$ cat config.mk
export PLATFORM = sky130hd
export DESIGN_NAME = i2s_rx_frontend
export DESIGN_NICKNAME = d
export VERILOG_FILES = /design/src/rtl/i2s_rx_frontend.sv
export SDC_FILE = /design/constraint.sdc
export NUM_CORES = 1
export LEC_CHECK = 0
export BUFFER_PORTS_ARGS = -buffer_cell sky130_fd_sc_hd__clkbuf_2
export CAP_MARGIN = 20
export CORE_MARGIN = 5
export CORE_UTILIZATION = 42
export CTS_BUF_LIST = sky130_fd_sc_hd__clkbuf_4 sky130_fd_sc_hd__clkbuf_8
export DETAILED_ROUTE_END_ITERATION = 16
export GPL_ROUTABILITY_DRIVEN = 0
export REMOVE_ABC_BUFFERS = 1
export SETUP_SLACK_MARGIN = 0.2
export SLEW_MARGIN = 10
export SYNTH_ARGS = -nofsm -noshare
export SYNTH_HDL_FRONTEND = slang
export SYNTH_SLANG_ARGS = --single-unit
$ cat constraint.sdc
create_clock -name clock -period 2.41 [get_ports clock]
set_input_delay 0.241 -clock clock [delete_from_list [all_inputs] [get_ports clock]]
set_output_delay 0.241 -clock clock [all_outputs]
set_load 0.02 [all_outputs]
$ cat src/rtl/i2s_rx_frontend.sv
// I2S receiver front end: synchronizes sck/ws/sd, deserializes left/right words and
// hands complete stereo pairs to the modulator on clken48kHz. Optional rounding: I2S_RX_ROUND_EN.
module i2s_rx_frontend #(
    parameter int DATA_BITS = 24,
    parameter int OUT_BITS  = 18
) (
    input  logic                       clock,
    input  logic                       reset,
    input  logic                       sck,
    input  logic                       ws,
    input  logic                       sd,
    input  logic                       clken48kHz,
    input  logic                       err_clr,
    output logic signed [OUT_BITS-1:0] LEFTout,
    output logic signed [OUT_BITS-1:0] RIGHTout,
    output logic                       valid,
    output logic                       overrun,
    output logic                       underrun,
    output logic                       frame_err
);
    // state | meaning
    // IDLE  | waiting for the first ws change after reset
    // SHIFT | collecting DATA_BITS bits of the current channel
    // HOLD  | word complete, ignoring padding slots until ws changes
    typedef enum logic [1:0] {IDLE = 2'd0, SHIFT = 2'd1, HOLD = 2'd2} state_t;

    localparam int CW = $clog2(DATA_BITS + 1);
    localparam logic [CW-1:0] LAST = CW'(DATA_BITS - 1);

    state_t state, state_nxt;

    logic [1:0] sck_s, ws_s, sd_s;
    logic       sck_q, ws_prev, primed;
    logic       sck_rise, ws_change;

    logic [DATA_BITS-1:0] shreg, word_in, left_hold, pend_left, pend_right;
    logic [CW-1:0]        cnt;
    logic                 chan, pair_pending;
    logic                 start, shift_en, word_done, frame_evt, right_done, left_done;

    function automatic logic signed [OUT_BITS-1:0] conv(input logic [DATA_BITS-1:0] w);
`ifdef I2S_RX_ROUND_EN
        logic [DATA_BITS:0] sum;
        sum = {w[DATA_BITS-1], w} + ((DATA_BITS + 1)'(1) << (DATA_BITS - OUT_BITS - 1));
        // only a positive word can overflow when adding the half-LSB
        if (sum[DATA_BITS] != sum[DATA_BITS-1])
            conv = {1'b0, {(OUT_BITS - 1){1'b1}}};
        else
            conv = sum[DATA_BITS-1 -: OUT_BITS];
`else
        conv = w[DATA_BITS-1 -: OUT_BITS];
`endif
    endfunction

    assign sck_rise   = sck_s[1] & ~sck_q;
    // the first event after reset only learns ws, so a word cut by reset is never resumed
    assign ws_change  = sck_rise & primed & (ws_s[1] != ws_prev);
    assign word_in    = {shreg[DATA_BITS-2:0], sd_s[1]};
    assign right_done = word_done & chan;
    assign left_done  = word_done & ~chan;

    always_ff @(posedge clock or negedge reset) begin
        if (!reset) begin
            sck_s   <= '0;
            ws_s    <= '0;
            sd_s    <= '0;
            sck_q   <= 1'b0;
            ws_prev <= 1'b0;
            primed  <= 1'b0;
        end else begin
            sck_s <= {sck_s[0], sck};
            ws_s  <= {ws_s[0], ws};
            sd_s  <= {sd_s[0], sd};
            sck_q <= sck_s[1];
            if (sck_rise) begin
                ws_prev <= ws_s[1];
                primed  <= 1'b1;
            end
        end
    end

    always_ff @(posedge clock or negedge reset) begin
        if (!reset) state <= IDLE;
        else        state <= state_nxt;
    end

    always_comb begin
        state_nxt = state;
        start     = 1'b0;
        shift_en  = 1'b0;
        word_done = 1'b0;
        frame_evt = 1'b0;
        case (state)
            IDLE: if (ws_change) begin
                state_nxt = SHIFT;
                start     = 1'b1;
            end
            SHIFT: if (ws_change) begin
                start     = 1'b1;
                frame_evt = 1'b1;
            end else if (sck_rise) begin
                shift_en = 1'b1;
                if (cnt == LAST) begin
                    word_done = 1'b1;
                    state_nxt = HOLD;
                end
            end
            HOLD: if (ws_change) begin
                state_nxt = SHIFT;
                start     = 1'b1;
            end
            default: state_nxt = IDLE;
        endcase
    end

    always_ff @(posedge clock or negedge reset) begin
        if (!reset) begin
            shreg     <= '0;
            cnt       <= '0;
            chan      <= 1'b0;
            left_hold <= '0;
        end else begin
            if (start) begin
                shreg <= '0;
                cnt   <= '0;
                chan  <= ws_s[1];
            end else if (shift_en) begin
                shreg <= word_in;
                cnt   <= cnt + 1'b1;
            end
            if (left_done) left_hold <= word_in;
        end
    end

    always_ff @(posedge clock or negedge reset) begin
        if (!reset) begin
            pend_left    <= '0;
            pend_right   <= '0;
            pair_pending <= 1'b0;
            LEFTout      <= '0;
            RIGHTout     <= '0;
            valid        <= 1'b0;
            overrun      <= 1'b0;
            underrun     <= 1'b0;
            frame_err    <= 1'b0;
        end else begin
            if (right_done) begin
                pend_left  <= left_hold;
                pend_right <= word_in;
            end
            if (clken48kHz && pair_pending) begin
                LEFTout  <= conv(pend_left);
                RIGHTout <= conv(pend_right);
                valid    <= 1'b1;
            end
            if (right_done)      pair_pending <= 1'b1;
            else if (clken48kHz) pair_pending <= 1'b0;
            overrun   <= (right_done & pair_pending & ~clken48kHz) | (overrun & ~err_clr);
            underrun  <= (clken48kHz & ~pair_pending & valid) | (underrun & ~err_clr);
            frame_err <= frame_evt | (frame_err & ~err_clr);
        end
    end
endmodule

==> results of run 1 <==
[logic make-up after synthesis]
family	count (synthesis)	synth area share, %
and+or+nand+nor	26	3.427
adders and majority gates	1	0.2465
xor gates and xnor gates	1	0.1726
DFF	135	66.57
buffers and inverters	17	2.071
muxes	93	21.38
AOI/OAI and AO/OA	39	6.139
[sequential cells by signal, summed over array words and instances, names as in the netlist]
| signal | cells |
|---|---|
| LEFTout | 18 |
| RIGHTout | 18 |
| chan | 1 |
| cnt | 5 |
| frame_err | 1 |
| left_hold | 18 |
| overrun | 1 |
| pair_pending | 1 |
| pend_left | 18 |
| pend_right | 18 |
| primed | 1 |
| sck_q | 1 |
| sck_s | 2 |
| sd_s | 2 |
| shreg | 23 |
| state | 2 |
| underrun | 1 |
| valid | 1 |
| ws_prev | 1 |
| ws_s | 2 |
[layout make-up]
class / instances / area [sq um]
sequential: 135 / 3378
tap: 147 / 183.9
timing repair buffer: 59 / 356.6
multi-input combinational: 160 / 1603
clock buffer: 20 / 269.0
clock inverter: 12 / 175.2
inverter: 4 / 15.01
fill: 1004 / 5931
[synthesized netlist by cell type]
master    number
or3_1          1
nor2_1         2
mux2_1        10
and3b_1        1
clkbuf_1       5
dfrtp_1      135
buf_8          1
a21oi_1        7
nor4_4         1
and2b_1        1
nand4_1        2
buf_6          3
buf_2          3
nand2b_1       3
inv_1          4
o21ai_0        1
o22ai_1        3
a21o_1         1
buf_4          1
or2_2          1
and2_4         1
nand2_1        8
and4b_1        1
nand3_1        1
and3b_4        1
nor2b_1        1
and4bb_2       1
a22o_1        25
xor2_1         1
ha_1           1
mux2_4        10
o21bai_1       1
a21boi_4       1
mux2_2        73
[cell usage in the layout, fill, tap and decap left out, types with 2 or more instances in the layout]
cell type / count
clkinv_4: 2
dfrtp_1: 135
nand2b_1: 3
clkbuf_2: 45
nand4_1: 2
nand2_1: 7
clkinvlp_4: 3
a22o_1: 25
inv_1: 4
nor2_1: 2
a21oi_1: 7
clkbuf_8: 19
buf_4: 8
mux2_1: 10
mux2_2: 73
clkinv_2: 3
dlygate4sd3_1: 4
bufinv_16: 4
mux2_4: 10
o22ai_1: 3
[metal layers]
| metal | global-route usage [%] | vias up | routed length, um |
|---|---|---|---|
| li1 | - | 1258 | - |
| met1 | 16.50 | 1400 | 3919 |
| met2 | 18.93 | 56 | 3796 |
| met3 | 4.194 | 16 | 319 |
| met4 | 6.514 | 0 | 161 |
| met5 | 0 | - | 0 |
[metrics by stage]
stage	total power (W)	worst slack (ns)
floorplan	0.002511	-0.5692
global placement	0.002611	0.5036
detailed placement	0.002623	0.4575
CTS	0.004688	0.4450
global route	0.004824	0.3043
finish	0.004618	0.4473
[power breakdown]
part           switching (W)  internal [W]
Sequential         0.0000519       0.00232
Combinational       0.000123     0.0000797
Clock               0.000848       0.00119
[path summary, 6_finish.rpt]
check / from / endpoint / slack, ns / cells after the start
max: cnt[0] / left_hold[8] / 0.45 / 6
min reg2reg: sck_s[0] / sck_s[1] / 0.35 / 0
min in group asynchronous: reset / LEFTout[11] / 0.32 / 2
max reg2reg: cnt[0] / left_hold[8] / 0.45 / 6
min: err_clr / overrun / 0.05 / 2
max in group asynchronous: reset / pend_right[22] / 1.42 / 3
[timing repair]
action,4_1_cts,5_1_grt
endpoints found under the hold margin,53,0
endpoints found under the setup margin,0,0
hold buffers,4,0
==> out/qor.yml, run 1 <==
cp_top_family: "simple AND/OR/NAND/NOR gates"
ant_nets: 0
postCtsSetupBuffers: 0
holdWs_ns: 0.05048
clock_skew_ns: 0.008797
grt_usage_pct: 12.69
grt.overflow.total: 0
p_leak_nw: 3.092
syn_avg_cell_area_sq_um: 16.27
cts_num_sinks: 135
yosys-top-cells-area: "dfrtp_1 (67%), mux2_2 (16%), a22o_1 (4.3%)"
cp_cell_sequence: "ha_1 > and4b_1 > nand2_1 > nor4_4 > buf_4 > mux2_2"
diodes: 0
wl_um: 8197
slew_viol_final: 0
cts_buffer_depth: 2
final_hold_viol_count: 0
finalInstanceArea_sq_um: 5981
grt_pass1_wl_um: 14430
grt_max_degree: 54
cts.repair.resized: 0
critPathMaxStageDelay_ns: 0.38
antenna_found_initial: 0
num_vias: 2730
route.detailed.drc: 0
avgViaCountPerCell: 5.084
cp_slowest_cell: "dfrtp_1"
worstPathMaxFanout: 18
synth_area_sq_um: 5075
fp.coreArea_sq_um: 11910
drive_gt1_share_pct: 45.90
fmax_ghz: 0.5095
fin_crit_sh_pct: 81.44
cts_buffers: 17
synth-seq-area-share_pct: 66.57
synth_area_leader_cell: "dfrtp_1"
die_w_um: 119.9
placed_cells: 501
wire_per_inst_um: 15.26
worstSkewPairLatency_ns: 0.43
post_dp_cell_area_sq_um: 5497
dr.first_iter.drc_count: 197
critPathArrivalTime_ns: 2.28
synth_cell_type_count: 34
critPathKind: "flip-flop to flip-flop"
cts-root-buf: "clkbuf_8"
rows: 40
maxSlewHeadroom_pct: 66.88
fin_cells: 537
finalSetupViolations: 0
status: "completed"
die_h_um: 119.9
grt_pass1_vias: 2926
die_area_sq_um: 14380
min_path_type: "input pin to flip-flop"
start_util_pct: 42.61
ir_drop_v: 0.0003728
powerDensity_nw_per_um2: 772.1
yosys_warnings: 0
fin_crit_ns: 1.963
synthCells: 312
synth-seq-cells: 135
dp_hpwl_um: 5185
first_pass_iters: 4
yosys.area.top_type_share_pct: 66.57
end_kind: "flip-flop"
required_ns: 2.73
drv_cap: 0
final_core_util_pct: 50.21
crit_buf_inv: 1
htree_num_levels: 4
rsz0062_at_grt: "no"
tightestPinTransition_ns: 0.4968
num_io_pins: 47
cts_tree: "yes"
nets: 385
finalSetupTns_ns: 0
syn_to_final_growth_pct: 17.85
cp-start-kind: "flip-flop"
clkTransAtPathRegs_ns: 0.07
io_buffers: 46
No activity file was read; power rests on OpenSTA's default activity.
==> run 2, diff against run 1 <==
clock period = 2.1 ns   (was 2.41 ns; I/O delays follow)
==> out/qor.yml, run 2 (synthesized netlist as in run 1, its figures left out) <==
worstSkewPairLatency_ns: 0.43  # about the same
cts_num_sinks: 135  # unchanged
required_ns: 2.41  # -0.32 ns
cts-root-buf: "clkbuf_8"
grt.overflow.total: 0  # unchanged
largest_reg_flops: 23  # unchanged
nFillCells: 1045  # +4.1%
antenna_found_initial: 0  # unchanged
grt_pass1_wl_um: 14590  # +1.2%
wire_per_inst_um: 15.51  # +1.6%
min_path_type: "input pin to flip-flop"
final_cell_mix: "dfrtp_1 (135), mux2_2 (73), clkbuf_2 (45)"
power_w: 0.005221  # +13%
end_kind: "flip-flop"
finalInstanceArea_sq_um: 6018  # +0.63%
cts_buffer_depth: 2  # unchanged
start_util_pct: 42.61  # unchanged
finalSetupViolations: 0  # unchanged
num_vias: 2745  # +0.55%
cts_tree: "yes"
io_buffers: 46  # unchanged
critPathMaxStageDelay_ns: 0.39  # about the same
fin_crit_ns: 1.830  # -0.1326 ns
post_dp_cell_area_sq_um: 5517  # +0.36%
maxSlewHeadroom_pct: 67.23  # +0.35 points
cp_top_family: "simple AND/OR/NAND/NOR gates"
grt_max_degree: 52  # -3.7%
ant_nets: 0  # unchanged
fp.coreArea_sq_um: 11910  # unchanged
die_area_sq_um: 14380  # unchanged
clock_skew_ns: 0.009820  # +0.001022 ns
cp-start-kind: "flip-flop"
ir_drop_v: 0.0004331  # +16%
fmax_ghz: 0.5464  # +7.2%
powerDensity_nw_per_um2: 867.5  # +12%
dr.first_iter.drc_count: 140  # -29%
drv_cap: 0  # unchanged
grt_pass1_vias: 2888  # -1.3%
critPathKind: "flip-flop to flip-flop"
final_common_cell: "dfrtp_1"
crit_buf_inv: 1  # unchanged
num_io_pins: 47  # unchanged
route.detailed.drc: 0  # unchanged
syn_to_final_growth_pct: 18.59
die_w_um: 119.9  # unchanged
final_hold_viol_count: 0  # unchanged
nets: 387  # +0.52%
dp_hpwl_um: 5283  # +1.9%
cp_slowest_cell: "dfrtp_1"
status: "completed"
diodes: 0  # unchanged
p_leak_nw: 3.120  # +0.88%
slew_viol_final: 0  # unchanged
postCtsSetupBuffers: 0  # unchanged
drive_gt1_share_pct: 46.68  # +0.79 points
cts_buffers: 17  # unchanged
critPathArrivalTime_ns: 2.14  # -0.14 ns
worstPathMaxFanout: 10  # -8
top_register: "shreg"
rsz0062_at_grt: "yes"
first_pass_iters: 4  # unchanged
htree_num_levels: 4  # unchanged
avgViaCountPerCell: 5.093  # +0.18%
fin_crit_sh_pct: 87.15  # +5.7 points
cp_cell_sequence: "ha_2 > and4b_2 > nand2_2 > nor4_4 > buf_6 > mux2_2"
grt_usage_pct: 12.79  # +0.10 points
clkTransAtPathRegs_ns: 0.07  # about the same
tightestPinTransition_ns: 0.4915  # -0.005295 ns
die_h_um: 119.9  # unchanged
rows: 40  # unchanged
wl_um: 8362  # +2.0%
[run 2: cell types whose count changed in the layout (fill, tap and decap cells not counted), sizes merged]
cell	previous run	this run
buf	10	11
clkbuf	65	69
dlygate4sd3	4	5
clkinvlp	3	0
bufinv	4	3
[run 2: routing by layer]
metal	global-route usage, %	part of all wire, %
met1	17.03	48
met2	18.97	47
met3	4.147	3.5
met4	6.013	1.8
met5	0	0
[run 2: worst paths after layout]
kind,from,endpoint,slack (ns),cells past startpoint
max,cnt[0],left_hold[23],0.27,6
min reg2reg,sck_s[0],sck_s[1],0.35,0
max reg2reg,cnt[0],left_hold[23],0.27,6
max in group asynchronous,reset,ws_s[0],1.17,3
min,clken48kHz,underrun,0.07,3
min in group asynchronous,reset,LEFTout[12],0.30,2
[run 2: report_power, final]
part           leakage [nW]  switching, W  internal (W)
Clock                 0.227      0.000926       0.00134
Sequential             1.84     0.0000575       0.00267
Combinational          1.05      0.000139     0.0000941
[run 2: metrics by stage]
stage / setup WS [ns] / TNS [ns] / hold slack, ns / utilization [%] / cells
after floorplan: -0.8792 / -33.01 / -0.08559 / - / 299
after global placement: 0.2687 / 0 / 0.1808 / 46.31 / 502
after detailed placement: 0.2358 / 0 / 0.1891 / 46.31 / 502
after CTS: 0.2199 / 0 / 0.04561 / 50.35 / 539
after global routing: 0.1826 / 0 / 0.05770 / 50.53 / 539
final: 0.2698 / 0 / 0.07015 / 50.53 / 539
[run 2: repair_timing]
action / 4_1_cts / 5_1_grt
hold buffers: 5 / 0
resized for setup: 0 / 7
endpoints found under the hold margin: 52 / 0
setup endpoints to repair: 0 / 19
[run 2: area by class of cell]
class / count / area [sq um] / area share [%]
clock buffer: 24 / 311.5 / 5.177
multi-input combinational: 160 / 1613 / 26.80
tap: 147 / 183.9 / 3.056
inverter: 4 / 15.01 / 0.2495
clock inverter: 8 / 118.9 / 1.975
timing repair buffer: 61 / 397.9 / 6.611
sequential: 135 / 3378 / 56.13
[run 2: worst register-to-register path, delay by kind of cell, from the launching register on]
kind / cells / cell delay (ns)
and+or+nand+nor: 3 / 0.54
DFF: 1 / 0.39
muxes: 1 / 0.35
buffers and inverters: 1 / 0.23
adders and majority gates: 1 / 0.22
